[config.mk]
export PLATFORM = sky130hd
export DESIGN_NAME = dmem_access_ctrl_flat
export DESIGN_NICKNAME = d
export VERILOG_FILES = /design/src/rtl/dmem_access_ctrl_if.sv /design/src/rtl/dmem_access_ctrl.sv /design/src/flat_wrapper.sv
export SDC_FILE = /design/constraint.sdc
export NUM_CORES = 1
export LEC_CHECK = 0
export ABC_AREA = 0
export CORE_UTILIZATION = 47
export CTS_CLUSTER_DIAMETER = 150
export DETAILED_ROUTE_END_ITERATION = 12
export GPL_TIMING_DRIVEN = 0
export PLACE_DENSITY_LB_ADDON = 0.12
export RECOVER_POWER = 25
export SLEW_MARGIN = 20
export SYNTH_ARGS = -nofsm -noshare
export SYNTH_HDL_FRONTEND = slang
export SYNTH_SLANG_ARGS = --single-unit
[constraint.sdc]
create_clock -name clock -period 2.65 [get_ports clock]
set_input_delay 0.53 -clock clock [delete_from_list [all_inputs] [get_ports clock]]
set_output_delay 0.53 -clock clock [all_outputs]
set_load 0.03 [all_outputs]
[src/rtl/dmem_access_ctrl_if.sv]
// Data-memory bus between the access controller (master) and the memory (slave).
// Handshake: bus_req rises the cycle after a request is accepted and holds with
// stable addr/we/wdata/be until the cycle after bus_ack; bus_ack is a one-cycle
// completion strobe, and bus_rdata is only meaningful in the cycle bus_ack is high.
interface dmem_access_ctrl_if;
    logic        bus_req;
    logic        bus_we;
    logic [31:0] bus_addr;
    logic [31:0] bus_wdata;
    logic [3:0]  bus_be;
    logic        bus_ack;
    logic [31:0] bus_rdata;

    modport master (
        output bus_req, bus_we, bus_addr, bus_wdata, bus_be,
        input  bus_ack, bus_rdata
    );

    modport slave (
        input  bus_req, bus_we, bus_addr, bus_wdata, bus_be,
        output bus_ack, bus_rdata
    );
endinterface

[src/rtl/dmem_access_ctrl.sv]
// Load/store responder: runs one req/ack bus transaction per aligned access,
// stalls the pipeline while it is in flight and returns extended load data.
module dmem_access_ctrl #(
    parameter int TIMEOUT_CYCLES = 255,
    parameter int TO_W           = 8
) (
    input  logic                       clock,
    input  logic                       reset,
    input  logic                       mem_read,
    input  logic                       mem_write,
    input  logic [1:0]                 mem_size,
    input  logic                       mem_unsigned,
    input  logic [31:0]                addr,
    input  logic [31:0]                wdata,
    output logic [31:0]                rdata,
    output logic                       mem_ready,
    output logic                       misaligned,
    output logic                       bus_error,
    dmem_access_ctrl_if.master         bus,
    output logic [1:0]                 dbg_state
);

    typedef enum logic [1:0] {
        IDLE = 2'd0,
        BUSY = 2'd1,
        DONE = 2'd2
    } state_t;

    state_t      state_q, state_d;
    logic [31:0] rdata_q, rdata_d;
    logic        req_q, req_d;
    logic        we_q, we_d;
    logic [31:0] baddr_q, baddr_d;
    logic [31:0] bwdata_q, bwdata_d;
    logic [3:0]  be_q, be_d;
    logic        err_q, err_d;
    logic [TO_W-1:0] cnt_q, cnt_d;
    logic [1:0]  lane_q, lane_d;
    logic [1:0]  size_q, size_d;
    logic        uns_q, uns_d;

    logic        req_in;
    logic        aligned;
    logic        accept;
    logic [31:0] byte_sh;
    logic [31:0] half_sh;
    logic [31:0] load_ext;

    always_comb begin
        req_in = mem_read | mem_write;
        case (mem_size)
            2'b00:   aligned = 1'b1;
            2'b01:   aligned = ~addr[0];
            2'b10:   aligned = (addr[1:0] == 2'b00);
            default: aligned = 1'b0;
        endcase
        accept     = (state_q == IDLE) && req_in && aligned;
        misaligned = (state_q == IDLE) && req_in && !aligned;
        mem_ready  = ((state_q == IDLE) && !accept) || (state_q == DONE);
    end

    // Lane select uses the offset latched at accept time, not the live address.
    always_comb begin
        byte_sh = bus.bus_rdata >> {lane_q, 3'b000};
        half_sh = bus.bus_rdata >> {lane_q[1], 4'b0000};
        case (size_q)
            2'b00:   load_ext = {{24{~uns_q & byte_sh[7]}}, byte_sh[7:0]};
            2'b01:   load_ext = {{16{~uns_q & half_sh[15]}}, half_sh[15:0]};
            default: load_ext = bus.bus_rdata;
        endcase
    end

    always_comb begin
        state_d  = state_q;
        rdata_d  = rdata_q;
        req_d    = req_q;
        we_d     = we_q;
        baddr_d  = baddr_q;
        bwdata_d = bwdata_q;
        be_d     = be_q;
        err_d    = 1'b0;
        cnt_d    = cnt_q;
        lane_d   = lane_q;
        size_d   = size_q;
        uns_d    = uns_q;
        case (state_q)
            IDLE: begin
                if (accept) begin
                    state_d = BUSY;
                    req_d   = 1'b1;
                    we_d    = mem_write;
                    baddr_d = {addr[31:2], 2'b00};
                    lane_d  = addr[1:0];
                    size_d  = mem_size;
                    uns_d   = mem_unsigned;
                    cnt_d   = '0;
                    case (mem_size)
                        2'b00: begin
                            be_d     = 4'b0001 << addr[1:0];
                            bwdata_d = {4{wdata[7:0]}};
                        end
                        2'b01: begin
                            be_d     = 4'b0011 << addr[1:0];
                            bwdata_d = {2{wdata[15:0]}};
                        end
                        default: begin
                            be_d     = 4'b1111;
                            bwdata_d = wdata;
                        end
                    endcase
                end
            end
            BUSY: begin
                if (bus.bus_ack) begin
                    state_d = DONE;
                    req_d   = 1'b0;
                    if (!we_q) rdata_d = load_ext;
                end else if (cnt_q == TO_W'(TIMEOUT_CYCLES - 1)) begin
                    state_d = DONE;
                    req_d   = 1'b0;
                    err_d   = 1'b1;
                    if (!we_q) rdata_d = '0;
                end else begin
                    cnt_d = cnt_q + TO_W'(1);
                end
            end
            default: state_d = IDLE;
        endcase
    end

    always_ff @(posedge clock) begin
        if (reset) begin
            state_q  <= IDLE;
            rdata_q  <= '0;
            req_q    <= 1'b0;
            we_q     <= 1'b0;
            baddr_q  <= '0;
            bwdata_q <= '0;
            be_q     <= '0;
            err_q    <= 1'b0;
            cnt_q    <= '0;
            lane_q   <= '0;
            size_q   <= '0;
            uns_q    <= 1'b0;
        end else begin
            state_q  <= state_d;
            rdata_q  <= rdata_d;
            req_q    <= req_d;
            we_q     <= we_d;
            baddr_q  <= baddr_d;
            bwdata_q <= bwdata_d;
            be_q     <= be_d;
            err_q    <= err_d;
            cnt_q    <= cnt_d;
            lane_q   <= lane_d;
            size_q   <= size_d;
            uns_q    <= uns_d;
        end
    end

    assign rdata         = rdata_q;
    assign bus_error     = err_q;
    assign bus.bus_req   = req_q;
    assign bus.bus_we    = we_q;
    assign bus.bus_addr  = baddr_q;
    assign bus.bus_wdata = bwdata_q;
    assign bus.bus_be    = be_q;
    assign dbg_state     = state_q;

endmodule

[src/flat_wrapper.sv]
// flat-port wrapper written by rule: the top's interface ports become plain ports
module dmem_access_ctrl_flat 
#(
    parameter int TIMEOUT_CYCLES = 255,
    parameter int TO_W           = 8
)
  (clock, reset, mem_read, mem_write, mem_size, mem_unsigned, addr, wdata, rdata, mem_ready, misaligned, bus_error, dbg_state, bus_bus_req, bus_bus_we, bus_bus_addr, bus_bus_wdata, bus_bus_be, bus_bus_ack, bus_bus_rdata);
  dmem_access_ctrl_if bus_i ();
  input  logic clock;
  input  logic reset;
  input  logic mem_read;
  input  logic mem_write;
  input  logic [1:0] mem_size;
  input  logic mem_unsigned;
  input  logic [31:0] addr;
  input  logic [31:0] wdata;
  output logic [31:0] rdata;
  output logic mem_ready;
  output logic misaligned;
  output logic bus_error;
  output logic [1:0] dbg_state;
  output wire logic [$bits(bus_i.bus_req)-1:0] bus_bus_req;
  output wire logic [$bits(bus_i.bus_we)-1:0] bus_bus_we;
  output wire logic [$bits(bus_i.bus_addr)-1:0] bus_bus_addr;
  output wire logic [$bits(bus_i.bus_wdata)-1:0] bus_bus_wdata;
  output wire logic [$bits(bus_i.bus_be)-1:0] bus_bus_be;
  input wire logic [$bits(bus_i.bus_ack)-1:0] bus_bus_ack;
  input wire logic [$bits(bus_i.bus_rdata)-1:0] bus_bus_rdata;
  assign bus_bus_req = bus_i.bus_req;
  assign bus_bus_we = bus_i.bus_we;
  assign bus_bus_addr = bus_i.bus_addr;
  assign bus_bus_wdata = bus_i.bus_wdata;
  assign bus_bus_be = bus_i.bus_be;
  assign bus_i.bus_ack = bus_bus_ack;
  assign bus_i.bus_rdata = bus_bus_rdata;
  dmem_access_ctrl #(.TIMEOUT_CYCLES(TIMEOUT_CYCLES), .TO_W(TO_W)) u_core (.clock(clock), .reset(reset), .mem_read(mem_read), .mem_write(mem_write), .mem_size(mem_size), .mem_unsigned(mem_unsigned), .addr(addr), .wdata(wdata), .rdata(rdata), .mem_ready(mem_ready), .misaligned(misaligned), .bus_error(bus_error), .bus(bus_i), .dbg_state(dbg_state));
endmodule
Word-level counts from Yosys, hierarchy flattened:

Index checks and enable logic that the tools add are counted.

* add/subtract/negate cells: 1
* equal/unequal tests: 10
* shifts and indexed selects: 4
* multiplexer cells: 21
* bitwise operators: 7
* reduce and logical (&&, ||, !) cells: 19

Operators with widths (count)
* $mux W32: 4
* $pmux W32 S2: 2
* $shr A32 B5 Y16: 1
* $shr A32 B5 Y8: 1
* $mux W8: 3
* $pmux W8 S2: 1
* $add A8 B1 Y8 const B: 1
* $eq A8 B8 Y1 const B: 1
* $logic_not A2 Y1: 4
* $pmux W4 S2: 1
* $eq A2 B1 Y1 const B: 3
* $mux W2: 3
* $reduce_and A3 Y1: 2
* $eq A2 B2 Y1 const B: 2
* $logic_and A1 B1 Y1: 4
* $mux W1: 4
* $ne A2 B2 Y1 const B: 2
* $not A1 Y1: 4
* $pmux W2 S2: 1
* $reduce_and A2 Y1: 2
* $reduce_and A4 Y1: 1
* $reduce_bool A2 Y1: 2
* $shl A1 B2 Y4 const A: 1
* $shl A2 B2 Y4 const A: 1
* 9 further kinds: 11

* register bits after elaboration: 116
* input port bits: 104
* output and inout port bits: 107
* logic and storage cells: 74

Longest topological paths before layout:

Gate-level depths: netlist of the first run.

* depth after elaboration: 6
* depth in mapped cells: 6
* mapped depth without buffers: 6

Worst setup path before layout of the first run:

OpenSTA, ideal clock, no wires.

* kind: in2out
* from: input mem_size[0]
* to: output mem_ready
* arrival: 1595 ps
* required time: 2120 ps
* setup slack: 525 ps
* cell stages on the path: 5
* path buffers: 2
* cells stage by stage: a21oi_1 o221a_2 buf_2 buf_2 nor2_1

* word-level cells in the longest chain between the ends: 6
* elaborated cells between the ends (all ways): 8
* those cells by class: eq/ne: 2; mux: 1; reduce/logical: 5

Ends and longest elaborated chain
* from (decl): line flat_wrapper.sv:13 `input logic [1:0] mem_size;`
* $eq A2 B2 Y1 (tied with other cells): line dmem_access_ctrl.sv:51 `case (mem_size)`
* $pmux W1 S3 (*): line dmem_access_ctrl.sv:51
* $logic_and A1 B1 Y1 (*): line dmem_access_ctrl.sv:57 `accept = (state_q == IDLE) && req_in && aligned;`
* $logic_not A1 Y1 (*): line dmem_access_ctrl.sv:59 `mem_ready = ((state_q == IDLE) && !accept) || (state_q == DONE);`
* $logic_and A1 B1 Y1 (*): line dmem_access_ctrl.sv:59
* $logic_or A1 B1 Y1 (*): line dmem_access_ctrl.sv:59
* to (decl): line flat_wrapper.sv:18 `output logic mem_ready;`

Mark *: on every way between the ends. The rest lies on a longest branch, timed or not.

Worst setup path after layout of the first run:

* from: input mem_size[1]
* to: output mem_ready

The elaborated chain is that of the path after synthesis.

==> results of run 1 <==
how the worst max path moves through the flow:
stage	start	end	slack, ps
floorplan	mem_size[0]	mem_ready	520
global placement	addr[0]	mem_ready	-710
detailed placement	addr[0]	mem_ready	-710
CTS	addr[1]	mem_ready	20
global route	mem_size[1]	mem_ready	30
finish	mem_size[1]	mem_ready	70
timing repair:
action | 4_1_cts | 5_1_grt
pin swaps | 1 | 1
setup endpoints to repair | 2 | 1
buffers inserted | 1 | 0
gates cloned | 0 | 0
hold endpoints to repair | 0 | 0
gates resized for setup | 12 | 4
cell families (layout without fill, tap and decap cells):
group	Yosys count	after routing	synth area share, %
buffers and inverters	58	298	5.779
adder cells (fa/ha/maj)	2	2	0.4876
AND/OR/NAND/NOR	210	210	18.80
AO/OA/AOI/OAI	173	173	24.38
multiplexers	20	20	4.194
other	1	2	0.07308
flip-flops	116	116	45.26
XOR/XNOR	6	6	1.024
report_power, final:
group          switching, W  internal [W]
logic              0.000646      0.000503
clock network      0.000875       0.00147
registers         0.0000664       0.00185
tightest hold or removal path, cell delays in order:
cell,delay (ps)
buf_8,100
inv_1,80
o221a_1,120
cells in the final DEF (no fill, tap or decap), types with 3 or more instances in the layout:
master             n
bufinv_16          3
xor2_1             6
nand4_1            5
a22o_1             7
buf_2              9
nor2_1            42
o211ai_1          12
o2bb2ai_1          7
inv_6              3
nand3_1            3
a211oi_1           9
a21oi_1           58
clkinvlp_4         5
a311oi_1          10
a222oi_1           7
a221oi_1           6
a32o_1            18
clkdlybuf4s50_1  201
clkbuf_1          25
nand2b_1          19
inv_1             11
nand2_1          119
buf_4              5
o21ai_0           22
dfxtp_1          116
buf_6              3
clkbuf_16         16
mux2i_1           17
area by class of cell:
type                       instances  area, um2  area share (%)
clock inverter                    14      176.4           2.211
inverter                          13      48.80          0.6117
multi-input combinational        413       2512           31.49
timing repair buffer             208       2079           26.07
clock buffer                      18      427.9           5.364
sequential                       116       2322           29.11
tap                              136      170.2           2.133
buffer                            45      240.2           3.011
sequential cells by signal (all words and copies together), names as in the netlist:
name	count
u_core.rdata	32
u_core.uns_q	1
u_core.size_q	2
u_core.bus.bus_be	4
u_core.lane_q	2
u_core.dbg_state	2
u_core.bus.bus_we	1
u_core.bus_error	1
u_core.bus.bus_req	1
u_core.bus.bus_addr	30
u_core.bus.bus_wdata	32
u_core.cnt_q	8
layer usage:
layer  track usage (%)  part of all wire, %  vias up
met5                 0                    0        -
met4             11.64                  2.7        0
met3             8.829                  8.7       42
met2             51.86                   50      250
met1             34.15                   39     2536
li1                  -                    -     2557
Yosys cell counts, types with 4 or more instances:
cell	n
a211oi_1	9
a21oi_1	59
a221oi_1	6
a222oi_1	7
a22o_1	7
a311oi_1	10
a32o_1	18
buf_2	18
buf_4	4
buf_6	4
clkbuf_1	16
dfxtp_1	116
inv_1	11
mux2i_1	17
nand2_1	119
nand2b_1	19
nand4_1	5
nor2_1	42
o211ai_1	12
o21ai_0	21
o2bb2ai_1	7
xor2_1	6
metrics by stage:
stage               total power [W]  util (%)  area [um2]
finish                     0.005411     76.25        7978
CTS                        0.005425     76.45        7999
detailed placement         0.003094     70.51        7377
floorplan                  0.002580         -        5135
global placement           0.003069     70.51        7377
global route               0.005592     76.25        7978
==> run metrics, run 1 <==
die area=0.01134 mm2; Ys Warns=0; pin count of the biggest net entering global routing=17; final worst slack=68.45 ps; crit path cell chain=clkdlybuf4s50_1 -> a21oi_2 -> o221a_2 -> buf_4 -> buf_8 -> nor2_1 -> clkbuf_4; total CTS buffers=17; clock skew after layout=8.634 ps; RSZ-0062 raised after global routing=false; RR Endpoint=u_core.rdata[3]$_SDFFE_PP0P_; top cell type by total area after synthesis=dfxtp_1; Via Count=approximately 5400; main area contributors after synthesis=dfxtp_1 (45%), nand2_1 (8.7%), a21oi_1 (5.8%); Min Hold Slack=365.8 ps; worst skew pair latency=520 ps; fillers=790; Largest stage delay, worst path=550 ps; Port Buf Inserts=207; hold buffers post-CTS=0; vias in the first global route=approximately 5400; CP arrival=2050 ps; Post-synth ARST share=0%; WHS Path Cells=3; min Tclk post-route=2582 ps; Antenna Nets Post-Route=0; sum of negative setup slack=0 ps; Die Y=106.5 um; Crit Path Class=in -> out; Hold Path Class=in -> reg; clock tree buffer depth=2; pre-CTS setup slack=-712.4 ps; post-synth cell types=62; Core ar.=0.01046 mm2; post-synth top area share=45.26%; Crit path depth=7; worst hold start=reset; gr usage total=between 20% and 30%; first-pass GRT wire length=26270 um; Root Buffer=clkbuf_8; Tcrit/Tclk final=97.42%; setup violators final=0; Max Clk Rate=387.4 MHz; H-Tree Depth=4; Final Max Slew Viols=0; synth-to-layout area growth=55.47%; R2R setup slack=between 600 and 700 ps; Vias/cell=5.592; Post-synth EDFFs=0; die width=106.5 um; global route overflow=0; Largest delay share family, worst path=buffers and inverters; hold path endpoint=u_core.bus.bus_be[2]$_SDFFE_PP0P_; Buf/Inv on CP=4; Pre-antenna DRT Iters=6; Leakage=2.922 nW; Startpoint Class=input port; Layout Nets=920; Hold Fails Final Rpt=0; CTS tree=built; power density over the cells=678.2 mW/mm2; top_reg_cell synth=dfxtp_1; Synth Instances=a little under 600; Max-slew headroom=roughly half; Slowest-stage cell, CP=clkdlybuf4s50_1; syn_area_per_cell=8.756 um2; worst reg2reg startpoint=u_core.cnt_q[0]$_SDFFE_PP0P_; DR DRC count=0; GPL Wtd Cong=between 0.8 and 0.9; WL per Instance=about 17 um; 1st-iter DRT viols=365; Inst Count DP=between 900 and 1000; Seq/Total Area, Yosys=45.26%; Top Ports=211; Initial Util=49.04%; # rows=37; status=complete, no violations; Max FO, Critical Path=10; Tightest Pin Transition=around 770 ps; DRT Wirelength=about 17000 um; r2r worst-path depth=6; initial antenna violation count=0; CP endpoint kind=primary output; Worst IR Drop VDD=0.4567 mV; Max-Cap Viols=0; Data required, critical path=roughly 2100 ps; post-synthesis cell area=0.005131 mm2; clock sink count=around 120; post-synthesis register bit count=116; ANT cells=0; share of cells above drive strength 1=8.585%; hpwl dp=12130 um; clock slew at reported path FFs=60 ps; Layout Cells excl Fill=963
Note: power is estimated with default switching activity, not from simulation.
==> inputs of run 2 (changes only) <==
--- a/config.mk
+++ b/config.mk
@@ -10,6 +10,7 @@
 export CTS_CLUSTER_DIAMETER = 150
 export DETAILED_ROUTE_END_ITERATION = 12
 export GPL_TIMING_DRIVEN = 0
+export HOLD_SLACK_MARGIN = 0.02
 export PLACE_DENSITY_LB_ADDON = 0.12
 export RECOVER_POWER = 25
 export SLEW_MARGIN = 20
==> results of run 2 <==
Same layout as run 1: the final DEF is identical, and so are final timing and power.
